[src/rtl/alu_pkg.sv]
// rtl/alu_pkg.sv - op codes, FSM states and op classification shared by alu_mdu
package alu_pkg;

  typedef enum logic [3:0] {
    OP_ADD  = 4'b0000,
    OP_SUB  = 4'b0001,
    OP_AND  = 4'b0010,
    OP_OR   = 4'b0011,
    OP_XOR  = 4'b0100,
    OP_SLT  = 4'b0101,
    OP_SLTU = 4'b0110,
    OP_SLL  = 4'b0111,
    OP_SRL  = 4'b1000,
    OP_SRA  = 4'b1001,
    OP_MUL  = 4'b1010,
    OP_DIVU = 4'b1011,
    OP_REMU = 4'b1100
  } alu_op_t;

  typedef enum logic [1:0] {
    IDLE = 2'd0,
    MUL  = 2'd1,
    DIV  = 2'd2
  } alu_state_t;

  function automatic logic is_multicycle(input alu_op_t op);
    return (op == OP_MUL) || (op == OP_DIVU) || (op == OP_REMU);
  endfunction

endpackage

[src/rtl/alu_iter_muldiv.sv]
// rtl/alu_iter_muldiv.sv - shared iterative shift-add multiplier / restoring divider
// Outputs present the value the final step will write, so the caller registers them on done.
module alu_iter_muldiv
  import alu_pkg::*;
#(
  parameter int WIDTH = 32
) (
  input  logic             clk,
  input  logic             reset,
  input  logic             start,
  input  logic             is_div,
  input  logic [WIDTH-1:0] a,
  input  logic [WIDTH-1:0] b,
  output logic             done,
  output logic [WIDTH-1:0] product_lo,
  output logic [WIDTH-1:0] quotient,
  output logic [WIDTH-1:0] remainder
);

  localparam int CNT_W = $clog2(WIDTH + 1);

  logic [CNT_W-1:0] r_count;
  logic             r_is_div;
  logic [WIDTH-1:0] r_acc;
  logic [WIDTH-1:0] r_x;
  logic [WIDTH-1:0] r_y;

  logic [WIDTH:0]   w_shift;
  logic             w_ge;
  logic [WIDTH-1:0] w_acc_nxt;
  logic [WIDTH-1:0] w_x_nxt;
  logic [WIDTH-1:0] w_y_nxt;

  // mul: r_x = multiplier (shifts right), r_y = multiplicand (shifts left), r_acc = product
  // div: r_x = dividend becoming quotient, r_y = divisor, r_acc = partial remainder
  always_comb begin
    w_shift   = {r_acc, r_x[WIDTH-1]};
    w_ge      = (w_shift >= {1'b0, r_y});
    w_acc_nxt = r_acc;
    w_x_nxt   = r_x;
    w_y_nxt   = r_y;
    if (r_is_div) begin
      // true difference is below the divisor, so the low WIDTH bits are exact
      w_acc_nxt = w_ge ? (w_shift[WIDTH-1:0] - r_y) : w_shift[WIDTH-1:0];
      w_x_nxt   = {r_x[WIDTH-2:0], w_ge};
    end else begin
      w_acc_nxt = r_acc + (r_x[0] ? r_y : '0);
      w_x_nxt   = r_x >> 1;
      w_y_nxt   = r_y << 1;
    end
  end

  always_ff @(posedge clk) begin
    if (reset) begin
      r_count <= '0;
    end else if (start) begin
      r_count <= CNT_W'(WIDTH);
    end else if (r_count != '0) begin
      r_count <= r_count - 1'b1;
    end
  end

  always_ff @(posedge clk) begin
    if (start) begin
      r_is_div <= is_div;
      r_acc    <= '0;
      r_x      <= is_div ? a : b;
      r_y      <= is_div ? b : a;
    end else if (r_count != '0) begin
      r_acc <= w_acc_nxt;
      r_x   <= w_x_nxt;
      r_y   <= w_y_nxt;
    end
  end

  assign done       = (r_count == CNT_W'(1));
  assign product_lo = w_acc_nxt;
  assign quotient   = w_x_nxt;
  assign remainder  = w_acc_nxt;

endmodule

[src/rtl/alu_mdu.sv]
// rtl/alu_mdu.sv - handshaked ALU with single-cycle ops and iterative MUL/DIVU/REMU
// Owns the IDLE/MUL/DIV FSM, the single-cycle datapath and the output register.
module alu_mdu
  import alu_pkg::*;
#(
  parameter int WIDTH   = 32,
  parameter int SHAMT_W = $clog2(WIDTH)
) (
  input  logic             clk,
  input  logic             reset,
  input  logic             in_valid,
  output logic             in_ready,
  input  logic [WIDTH-1:0] a,
  input  logic [WIDTH-1:0] b,
  input  logic [3:0]       ALUControl,
  output logic             out_valid,
  input  logic             out_ready,
  output logic [WIDTH-1:0] alu_result,
  output logic             zero,
  output logic             illegal
);

  alu_state_t r_state;
  alu_state_t w_state_nxt;

  logic             r_out_valid;
  logic [WIDTH-1:0] r_result;
  logic             r_zero;
  logic             r_illegal;
  logic             r_zero_cap;
  logic             r_rem_sel;

  alu_op_t          w_op;
  logic [SHAMT_W-1:0] w_shamt;
  logic             w_accept;
  logic             w_start;
  logic [WIDTH-1:0] w_sc_result;
  logic             w_sc_illegal;
  logic             w_write;
  logic [WIDTH-1:0] w_wr_result;
  logic             w_wr_zero;
  logic             w_wr_illegal;

  logic             w_md_done;
  logic [WIDTH-1:0] w_product_lo;
  logic [WIDTH-1:0] w_quotient;
  logic [WIDTH-1:0] w_remainder;

  assign w_op     = alu_op_t'(ALUControl);
  assign w_shamt  = b[SHAMT_W-1:0];
  assign in_ready = (r_state == IDLE) && (!r_out_valid || out_ready);
  assign w_accept = in_valid && in_ready;
  assign w_start  = w_accept && is_multicycle(w_op);

  always_comb begin
    w_sc_result  = '0;
    w_sc_illegal = 1'b0;
    case (w_op)
      OP_ADD:  w_sc_result = a + b;
      OP_SUB:  w_sc_result = a - b;
      OP_AND:  w_sc_result = a & b;
      OP_OR:   w_sc_result = a | b;
      OP_XOR:  w_sc_result = a ^ b;
      OP_SLT:  w_sc_result = {{(WIDTH-1){1'b0}}, ($signed(a) < $signed(b))};
      OP_SLTU: w_sc_result = {{(WIDTH-1){1'b0}}, (a < b)};
      OP_SLL:  w_sc_result = a << w_shamt;
      OP_SRL:  w_sc_result = a >> w_shamt;
      OP_SRA:  w_sc_result = $signed(a) >>> w_shamt;
      OP_MUL, OP_DIVU, OP_REMU: w_sc_result = '0;
      default: w_sc_illegal = 1'b1;
    endcase
  end

  alu_iter_muldiv #(
    .WIDTH(WIDTH)
  ) u_muldiv (
    .clk       (clk),
    .reset     (reset),
    .start     (w_start),
    .is_div    (w_op != OP_MUL),
    .a         (a),
    .b         (b),
    .done      (w_md_done),
    .product_lo(w_product_lo),
    .quotient  (w_quotient),
    .remainder (w_remainder)
  );

  always_comb begin
    w_state_nxt  = r_state;
    w_write      = 1'b0;
    w_wr_result  = w_sc_result;
    w_wr_zero    = (a == b);
    w_wr_illegal = w_sc_illegal;
    case (r_state)
      IDLE: begin
        if (w_accept) begin
          if (is_multicycle(w_op)) begin
            w_state_nxt = (w_op == OP_MUL) ? MUL : DIV;
          end else begin
            w_write = 1'b1;
          end
        end
      end
      MUL: begin
        if (w_md_done) begin
          w_write      = 1'b1;
          w_wr_result  = w_product_lo;
          w_wr_zero    = r_zero_cap;
          w_wr_illegal = 1'b0;
          w_state_nxt  = IDLE;
        end
      end
      DIV: begin
        if (w_md_done) begin
          w_write      = 1'b1;
          w_wr_result  = r_rem_sel ? w_remainder : w_quotient;
          w_wr_zero    = r_zero_cap;
          w_wr_illegal = 1'b0;
          w_state_nxt  = IDLE;
        end
      end
      default: w_state_nxt = IDLE;
    endcase
  end

  always_ff @(posedge clk) begin
    if (reset) begin
      r_state <= IDLE;
    end else begin
      r_state <= w_state_nxt;
    end
  end

  always_ff @(posedge clk) begin
    if (w_start) begin
      r_zero_cap <= (a == b);
      r_rem_sel  <= (w_op == OP_REMU);
    end
  end

  // a freshly written result wins over draining the previous one
  always_ff @(posedge clk) begin
    if (reset) begin
      r_out_valid <= 1'b0;
      r_result    <= '0;
      r_zero      <= 1'b0;
      r_illegal   <= 1'b0;
    end else if (w_write) begin
      r_out_valid <= 1'b1;
      r_result    <= w_wr_result;
      r_zero      <= w_wr_zero;
      r_illegal   <= w_wr_illegal;
    end else if (out_ready) begin
      r_out_valid <= 1'b0;
    end
  end

  assign out_valid  = r_out_valid;
  assign alu_result = r_result;
  assign zero       = r_zero;
  assign illegal    = r_illegal;

endmodule

[config.mk]
export PLATFORM = sky130hd
export DESIGN_NAME = alu_mdu
export DESIGN_NICKNAME = d
export VERILOG_FILES = /design/src/rtl/alu_pkg.sv /design/src/rtl/alu_iter_muldiv.sv /design/src/rtl/alu_mdu.sv
export SDC_FILE = /design/constraint.sdc
export NUM_CORES = 1
export LEC_CHECK = 0
export CAP_MARGIN = 10
export CELL_PAD_IN_SITES_DETAIL_PLACEMENT = 1
export CELL_PAD_IN_SITES_GLOBAL_PLACEMENT = 1
export CORE_ASPECT_RATIO = 2
export CORE_MARGIN = 4
export CORE_UTILIZATION = 44
export DETAILED_ROUTE_END_ITERATION = 7
export DONT_BUFFER_PORTS = 1
export GPL_TIMING_DRIVEN = 0
export PLACE_DENSITY_LB_ADDON = 0.1
export REMOVE_ABC_BUFFERS = 1
export SYNTH_ARGS = -nofsm -noshare
export SYNTH_HDL_FRONTEND = slang
export SYNTH_SLANG_ARGS = --single-unit
[constraint.sdc]
create_clock -name clk -period 4.1 [get_ports clk]
set_input_delay 1.025 -clock clk [delete_from_list [all_inputs] [get_ports clk]]
set_output_delay 1.025 -clock clk [all_outputs]
set_load 0.02 [all_outputs]
# Word-level counts from Yosys, hierarchy flattened
# Index checks and enable logic that the tools add are counted.
dict set report classes {
  add_sub_neg 5
  n_lt_le_gt_ge 3
  eq_ne 21
  n_shift 3
  mux 34
  bitwise 3
  reduce_logical 17
}
# op n
set op_table {}
lappend op_table {{32-bit two-way mux} 14}
lappend op_table {{32-bit case mux with 10 select lines} 1}
lappend op_table {{32-bit adder} 2}
lappend op_table {{32-bit < comparator} 2}
lappend op_table {{32-bit case mux with 2 select lines} 1}
lappend op_table {{32-bit subtractor} 2}
lappend op_table {{33-bit by 32-bit greater-or-equal comparator with 1-bit output} 1}
lappend op_table {{32-bit bitwise AND} 1}
lappend op_table {{32-bit == test} 1}
lappend op_table {{32-bit OR} 1}
lappend op_table {{32-bit by 5-bit left shift with 32-bit output} 1}
lappend op_table {{32-bit by 5-bit right shift with 32-bit output} 1}
lappend op_table {{32-bit by 5-bit >>> shifter with 32-bit output} 1}
lappend op_table {{32-bit bitwise XOR} 1}
lappend op_table {{4-bit == test (second input constant)} 5}
lappend op_table {{4-bit by 3-bit == test with 1-bit output (second input constant)} 4}
lappend op_table {{13-bit OR reduction} 1}
lappend op_table {{6-bit two-way mux} 2}
lappend op_table {{1-bit two-way mux} 10}
lappend op_table {{4-bit by 2-bit == test with 1-bit output (second input constant)} 2}
lappend op_table {{2-bit two-way mux} 4}
lappend op_table {{6-bit by 1-bit == test with 1-bit output (second input constant)} 1}
lappend op_table {{2-bit by 1-bit inequality test with 1-bit output (second input constant)} 3}
lappend op_table {{6-bit nonzero test} 1}
lappend op_table {{17 further kinds} 23}
dict set report word_totals {
  regBits 142
  out_inout_bits 36
  elab_cells 99
}

# Depth between registers and ports, before layout
# Gate-level depths: netlist of run 1.
dict set report depth {
  depth_word 7
  ltp_mapped 15
}

# Cells and area by module
# Synthesis of run 1 repeated with hierarchy kept, for this count alone.
dict set report hier_totals {
  hier_cells 2783
  area_unflattened_um2 20866.3
}
# mod n_inst cells_per_inst area_per_inst_um2 seq_area_each_um2
set modules_own_cells {}
lappend modules_own_cells {alu_mdu 1 1589 11005.6 800.8}
lappend modules_own_cells {alu_iter_muldiv 1 1194 9860.7 2712.6}

# Worst setup path before layout of run 1
# Ideal clock, no wire load.
dict set report synth_timing {
  path_kind {reg2reg}
  start {register u_muldiv.r_is_div}
  end {register u_muldiv.r_y[0], enable pin}
  setup_time_ps 466
  arrival_ps 3894
  setup_slack_ps -259
  path_stages_with_launch 7
  n_path_buf 5
  period_less_slack_ps 4359
  path_cell_list {edfxtp_1 > buf_2 > buf_1 > clkbuf_1 > clkbuf_1 > buf_1 > o21ai_0}
}
dict set report synth_via {
  elab_chain_cells 2
}
# item line_no
set synth_lines {}
lappend synth_lines {{start, declared} alu_iter_muldiv.sv:23} ;# logic r_is_div;
lappend synth_lines {{start signal, assigned} alu_iter_muldiv.sv:65} ;# r_is_div <= is_div;
lappend synth_lines {{2-bit by 1-bit inequality test with 1-bit output (no line)} --}
lappend synth_lines {{2-bit AND reduction (no line)} --}
lappend synth_lines {{end signal, assigned} alu_iter_muldiv.sv:68} ;# r_y <= is_div ? b : a;
lappend synth_lines {{end signal, assigned} alu_iter_muldiv.sv:72} ;# r_y <= w_y_nxt;
lappend synth_lines {{end, declared} alu_iter_muldiv.sv:26} ;# logic [WIDTH-1:0] r_y;
# No other way between the ends.
# A chain may end at the register's enable or synchronous reset.

# Worst setup path after layout of run 1
dict set report layout_timing {
  start {input ALUControl[2]}
  end {register r_result[28] (netlist: alu_result[28])}
}
dict set report layout_via {
  elab_chain_cells 6
  elab_cells_between_ends 22
  cone_classes {eq/ne: 12; mux: 7; reduce/logical: 3}
}
# item line_no
set layout_lines {}
lappend layout_lines {{start, declared} alu_mdu.sv:15} ;# input logic [3:0] ALUControl,
lappend layout_lines {{parallel branches: the longest is 6 deep, another holds 32-bit case mux with 10 select lines} --}
lappend layout_lines {{end signal, assigned} alu_mdu.sv:151} ;# r_result <= w_wr_result;
lappend layout_lines {{end, declared} alu_mdu.sv:27} ;# logic [WIDTH-1:0] r_result;
# Several ways; the timed one is not identified.

==> results of run 1 <==
-- stage by stage --
stage	utilization [%]	worst slack, ns	hold WS [ns]	power (W)
after floorplan	-	-2.393	0.4648	0.009730
after global placement	44.39	-7.145	0.4848	0.01240
after detailed placement	45.75	-1.352	0.4970	0.01289
after CTS	47.53	-0.002125	0.5054	0.01481
after global routing	47.90	-0.09019	0.5447	0.01606
final	47.91	0.02307	0.5066	0.01509
-- path summary, 6_finish.rpt --
path,slack [ns],start,cells past startpoint,to
min reg2reg,0.51,u_muldiv.r_acc[9],2,u_muldiv.r_acc[9]
max reg2reg,0.03,u_muldiv.r_y[29],12,alu_result[24]
max,0.02,ALUControl[2],8,alu_result[28]
min,0.51,u_muldiv.r_acc[9],2,u_muldiv.r_acc[9]
-- layout make-up --
cell class	instances	area [sq um]
clock buffers	19	432.9
repair inverters	1	5.005
flip-flops and latches	142	3513
diodes	2	5.005
repair buffers	50	720.7
well taps	621	777.0
inverters	151	583.1
multi-input cells	2359	15890
fillers	5810	24020
clock inverters	13	165.2
-- worst max-delay path, cell delays in order --
cell and delay, ns:
nor2b_1 0.67, and3_1 0.62, nand2_1 0.49, o22ai_1 0.81, o22ai_1 0.22, o2111ai_1 0.17, o31ai_1 0.19, a32oi_1 0.22
-- power breakdown --
group | internal, W | switching, W | leakage (nW)
clock network | 0.000959 | 0.000684 | 0.282
registers | 0.00224 | 0.000650 | 1.28
logic | 0.00397 | 0.00658 | 7.32
-- logic make-up (layout without fill, tap and decap cells) --
| family | count (synthesis) | count (layout) |
|---|---|---|
| flops | 142 | 142 |
| compound gates | 995 | 995 |
| other cells | 0 | 2 |
| fa+ha+maj | 178 | 178 |
| buf+inv | 360 | 234 |
| simple gates | 958 | 959 |
| mux | 157 | 157 |
| xor+xnor | 70 | 70 |
-- registers in the layout, summed over array words and instances (netlist names) --
signal	cells
out_valid	1
r_zero_cap	1
r_rem_sel	1
zero	1
u_muldiv.r_x	32
illegal	1
u_muldiv.r_y	32
u_muldiv.r_count	6
u_muldiv.r_is_div	1
r_state	2
u_muldiv.r_acc	32
alu_result	32
-- placed cells by master, fill, tap and decap left out, types with 52 or more instances in the layout --
| master | n |
|---|---|
| nand2_1 | 325 |
| nor2_1 | 321 |
| a21oi_1 | 301 |
| o21ai_0 | 204 |
| ha_1 | 169 |
| inv_1 | 144 |
| mux2i_1 | 98 |
| dfxtp_1 | 75 |
| edfxtp_1 | 67 |
| a31oi_1 | 66 |
| a211oi_1 | 62 |
| xnor2_1 | 52 |
-- per-layer routing --
metal / wire length [um] / vias to the layer above / track usage [%]
met3: 5659 / 406 / 6.598
li1: - / 10190 / -
met5: 0 / - / 0
met2: 52970 / 953 / 72.17
met1: 35670 / 11310 / 39.44
met4: 11060 / 0 / 34.91
-- timing repair --
item	in CTS	in global routing
endpoints found under the setup margin	85	17
gates cloned	2	0
setup buffers	11	8
pin swaps	4	7
hold buffers	0	0
resized for setup	23	22
==> qor.yml, run 1 <==
drv_cap: 0
yosysWarnings: 0
worst_slew_pin_slew_ns: 1.391
synth_edf_count: 67
cts_buffers: 17
clock_skew_ns: 0.01315
ys_seq_area_share_pct: 17.07
clockRootBuffer: "clkbuf_16"
viasPerCell: 6.805
synth_mux_area_share_pct: 9.455
power_density_nw_per_um2: 683.2
nets: 2972
synthSimpleGateAreaFrac_pct: 21.25
ioPinCount: 108
setup_violations: 0
synth_area_sq_um: 20580
wire_per_inst_um: 31.38
maxSlewViolCount: 0
synth-seq-cells: 142
grt_max_degree: 101
fmax_mhz: 245.3
track_usage_pct: 40.18
worstSetupPathType: "in -> reg"
critPathRequiredTime_ns: 4.46
synthTopCellsByCount: "326 x nand2_1, 324 x nor2_1, 303 x a21oi_1"
drtAntennaViolNets: 0
clock-sinks: 142
grt_pass1_vias: 23750
fin_setup_tns_ns: 0
dpl.cell_count: 3302
synth_top_area_share_pct: 10.58
end_kind: "flop"
fp-row-count: 111
placed_area_sq_um: 21090
hp-class: "reg -> reg"
synth-compound-area-share_pct: 31.22
wl_um: 105400
synth_top_family_by_area: "compound AO/OA/AOI/OAI gates"
clock_latency_ns: 0.45
htree_levels: 4
synthFlopType: "dfxtp_1"
cts.clk_slew.worst_paths_ns: 0.06
dieArea_sq_um: 50500
cts_tree: "done"
grt_pass1_wl_um: 152600
synth_fa_ha_area_share_pct: 10.97
avgSynthCellArea_sq_um: 7.195
post-route-period-util_pct: 99.44
rsz0062_at_grt: "true"
place_congestion: 1.030
die_h_um: 313.8
cts_buffer_depth: 2
postLayoutCellArea_sq_um: 22090
vias: 22850
fin_cells: 3358
synth_cell_types: 107
leakagePower_nw: 8.880
synth_top_cell_by_area: "ha_1"
start_util_pct: 44.63
crit_fanout: 18
firstDrtPassIters: 6
maxSlewHeadroom_pct: 7.249
status: "complete, no violations"
syn_inst: 2860
yosysMostFrequentCell: "nand2_1"
numPortBuffers: 0
dp_hpwl_um: 82860
core_sq_um: 46110
start_kind: "input pin"
drive_gt1_share_pct: 8.446
irDropWorstVdd_mv: 0.5984
die_w_um: 160.9
initialDrtViolationCount: 1872
synth-xor-area-share_pct: 2.979
arrival_ns: 4.44
period_minus_slack_ns: 4.077
ys_async_sr_fraction_pct: 0
area_delta_synth_final_pct: 7.345
route.detailed.drc: 0
yosys-top-cells-area: "ha_1 11%, edfxtp_1 9.8%, a21oi_1 7.4%"
overflow: 0
antenna_found_initial: 1
hold_viol_final: 0
(Power assumes the default switching activity.)
==> run 2: changes to the inputs <==
- CORE_UTILIZATION: 44 -> 23
==> run 2 against run 1 <==
Effect of this change: the run now ends with negative setup slack left; clock power grew 4%; first-iteration DRC count is 47% lower; sequential power grew 1%; power up 4.2%; hold slack better by 0.0022 ns; critical path depth up 4; sequential cell count unchanged; register-to-register slack improved by 0.14 ns; non-clock buffer count increased by 5; via count down 3.8%; design area increased by 4.3%; combinational power is 5% higher; critical path type unchanged; critical endpoint is now alu_result[0]; highest routed layer unchanged.
==> qor.yml, run 2 (synthesis results as in run 1) <==
period_minus_slack_ns: 4.147  # +0.06976 ns
grt_pass1_wl_um: 172400  # +13%
hold_start: "u_muldiv.r_acc[9]"
drive_gt1_share_pct: 9.449  # +1.0 points
irDropWorstVdd_mv: 0.3219  # -46%
arrival_ns: 4.55  # +0.11 ns
initialDrtViolationCount: 999  # -47%
cp.depth: 12  # +4
clock_skew_ns: 0.01032  # -0.002829 ns
worst_slew_pin_slew_ns: 1.342  # -0.04893 ns
violations: "negative setup slack"
cts_buffers: 17  # unchanged
maxSlewViolCount: 0  # unchanged
crit_fanout: 100  # +82
antenna_found_initial: 1  # unchanged
fin_cells: 3913  # +17%
ioPinCount: 108  # unchanged
firstDrtPassIters: 5  # -1
clock_latency_ns: 0.47  # +0.02 ns
critPathRequiredTime_ns: 4.50  # +0.04 ns
fmax_mhz: 241.2  # -1.7%
route.detailed.drc: 0  # unchanged
setup_violations: 2  # +2
vias: 21990  # -3.8%
dieArea_sq_um: 94610  # +87%
track_usage_pct: 25.08  # -15 points
dp_hpwl_um: 98970  # +19%
postCtsHoldBufs: 0  # unchanged
layout_setup_ws_ns: -0.04670  # -0.06976 ns
die_w_um: 219.5  # +36%
path_buf_inv: 1  # +1
final_common_cell: "nand2_1"
grt_max_degree: 101  # unchanged
clockRootBuffer: "clkbuf_16"
cp_cell_sequence: "clkinv_4, fa_2, nor3b_1, o31a_1, o31ai_4, o211ai_4, and3_4, or2_1, a21oi_2, o2111ai_4, a311o_1, a21oi_2"
power_density_nw_per_um2: 682.5  # about the same
worstSetupPathType: "in -> reg"
power.switching_w: 0.008415  # +6.3%
fp-row-count: 154  # +39%
wl_um: 121400  # +15%
hold_viol_final: 0  # unchanged
grt_pass1_vias: 23720  # -0.15%
cp_common_cell: "a21oi_2"
cts_tree: "done"
r2r_end: "alu_result[28]"
slowest_stage: "a311o_1"
drtAntennaViolNets: 0  # unchanged
hold_depth: 2  # unchanged
wire_per_inst_um: 31.03  # -1.1%
min_delay_worst_endpoint: "u_muldiv.r_acc[9]"
cts_buffer_depth: 2  # unchanged
power.share.clock_pct: 10.8  # about the same
holdWs_ns: 0.5088  # +0.002196 ns
maxSlewHeadroom_pct: 9.971  # +2.7 points
total_power_w: 0.01572  # +4.2%
start_util_pct: 23.27  # -21 points
clock-sinks: 142  # unchanged
start_kind: "input pin"
post-route-period-util_pct: 101.1  # +1.7 points
p_seq_share_pct: 18.6  # -0.6 points
pwr-share-comb_pct: 70.6  # +0.7 points
p_sw_share_pct: 53.54  # +1.1 points
p_int_w: 0.007303  # +1.8%
r2r_setup_slack_ns: 0.17  # +0.14 ns
numPortBuffers: 0  # unchanged
place_congestion: 0.9259  # -10%
placed_area_sq_um: 21880  # +3.7%
die_h_um: 431.0  # +37%
crit_family: "compound AO/OA/AOI/OAI gates"
critPathMaxStageDelay_ns: 0.54  # -0.27 ns
status: "finished with violations"
core_sq_um: 88440  # +92%
worst_r2r_path_depth: 14  # +2
mostFrequentLayoutCells: "323 x nand2_1, 322 x nor2_1, 297 x a21oi_1"
nets: 2978  # +0.20%
end_kind: "flop"
drv_cap: 0  # unchanged
postLayoutCellArea_sq_um: 23030  # +4.3%
rr_startpoint: "u_muldiv.r_x[0]"
overflow: 0  # unchanged
leakagePower_nw: 8.960  # +0.91%
viasPerCell: 5.620  # -17%
hp-class: "reg -> reg"
cts.clk_slew.worst_paths_ns: 0.07  # about the same
dpl.cell_count: 3855  # +17%
area_delta_synth_final_pct: 11.92
htree_levels: 4  # unchanged
run 2: changes by cell type in the layout (fill, tap and decap cells not counted), sizes merged:
cell / previous run / this run
buf: 50 / 54
bufinv: 3 / 1
clkbuf: 19 / 26
clkinv: 8 / 7
clkinvlp: 6 / 4
inv: 148 / 147
or2: 8 / 9
run 2: worst min-delay path: cells and delay by family (launching register included):
family	cells	cell delay [ns]
simple gates	1	0.07
compound gates	1	0.05
flops	1	0.35
run 2: metal layers:
metal,global-route usage [%],vias up,part of all wire (%)
met4,14.22,0,6.9
li1,-,10210,-
met5,0,-,0
met1,24.38,11090,34
met2,48.91,479,55
met3,4.102,218,3.9
run 2: stage by stage:
stage	TNS, ns	util [%]	worst slack [ns]
6_report	-0.06915	26.04	-0.04670
5_1_grt	-0.002986	26.04	-0.001672
4_1_cts	-0.08952	25.85	-0.08952
3_5_place_dp	-37.24	24.74	-1.636
3_3_place_gp	-902.17	23.92	-9.124
2_1_floorplan	-165.41	-	-2.393
run 2: area by class of cell:
type                            instances  area (sq um)
Timing Repair Buffer                   55         799.5
Antenna cell                            2         5.005
Multi-Input combinational cell       2360         16040
Clock inverter                          7         73.82
Clock buffer                           25         529.3
Fill cell                           10630         65410
Sequential cell                       142          3513
Tap cell                             1170          1464
Inverter                              151         599.3
Timing Repair inverter                  1         5.005
run 2: power groups by stage:
| stage | Combinational [W] | Clock, W | Sequential (W) |
|---|---|---|---|
| 2_1_floorplan | 0.00709 | 0 | 0.00264 |
| 3_3_place_gp | 0.0102 | 0 | 0.00305 |
| 3_5_place_dp | 0.0105 | 0 | 0.00298 |
| 4_1_cts | 0.0110 | 0.00176 | 0.00293 |
| 5_1_grt | 0.0122 | 0.00180 | 0.00299 |
| 6_report | 0.0111 | 0.00170 | 0.00293 |
run 2: timing repair:
item,in CTS,in global routing
buffers inserted,18,2
endpoints found under the setup margin,51,16
pin swaps,7,11
resized for setup,38,29
gates cloned,2,1
run 2: how the worst max path moves through the flow:
stage | slack [ns] | start | endpoint
3_5_place_dp | -1.64 | b[2] | alu_result[0]
5_1_grt | -0.002 | a[0] | alu_result[0]
3_3_place_gp | -9.12 | ALUControl[0] | u_muldiv.r_x[2]
6_report | -0.05 | b[1] | alu_result[0]
2_1_floorplan | -2.39 | ALUControl[0] | u_muldiv.r_x[11]
4_1_cts | -0.09 | a[0] | alu_result[0]
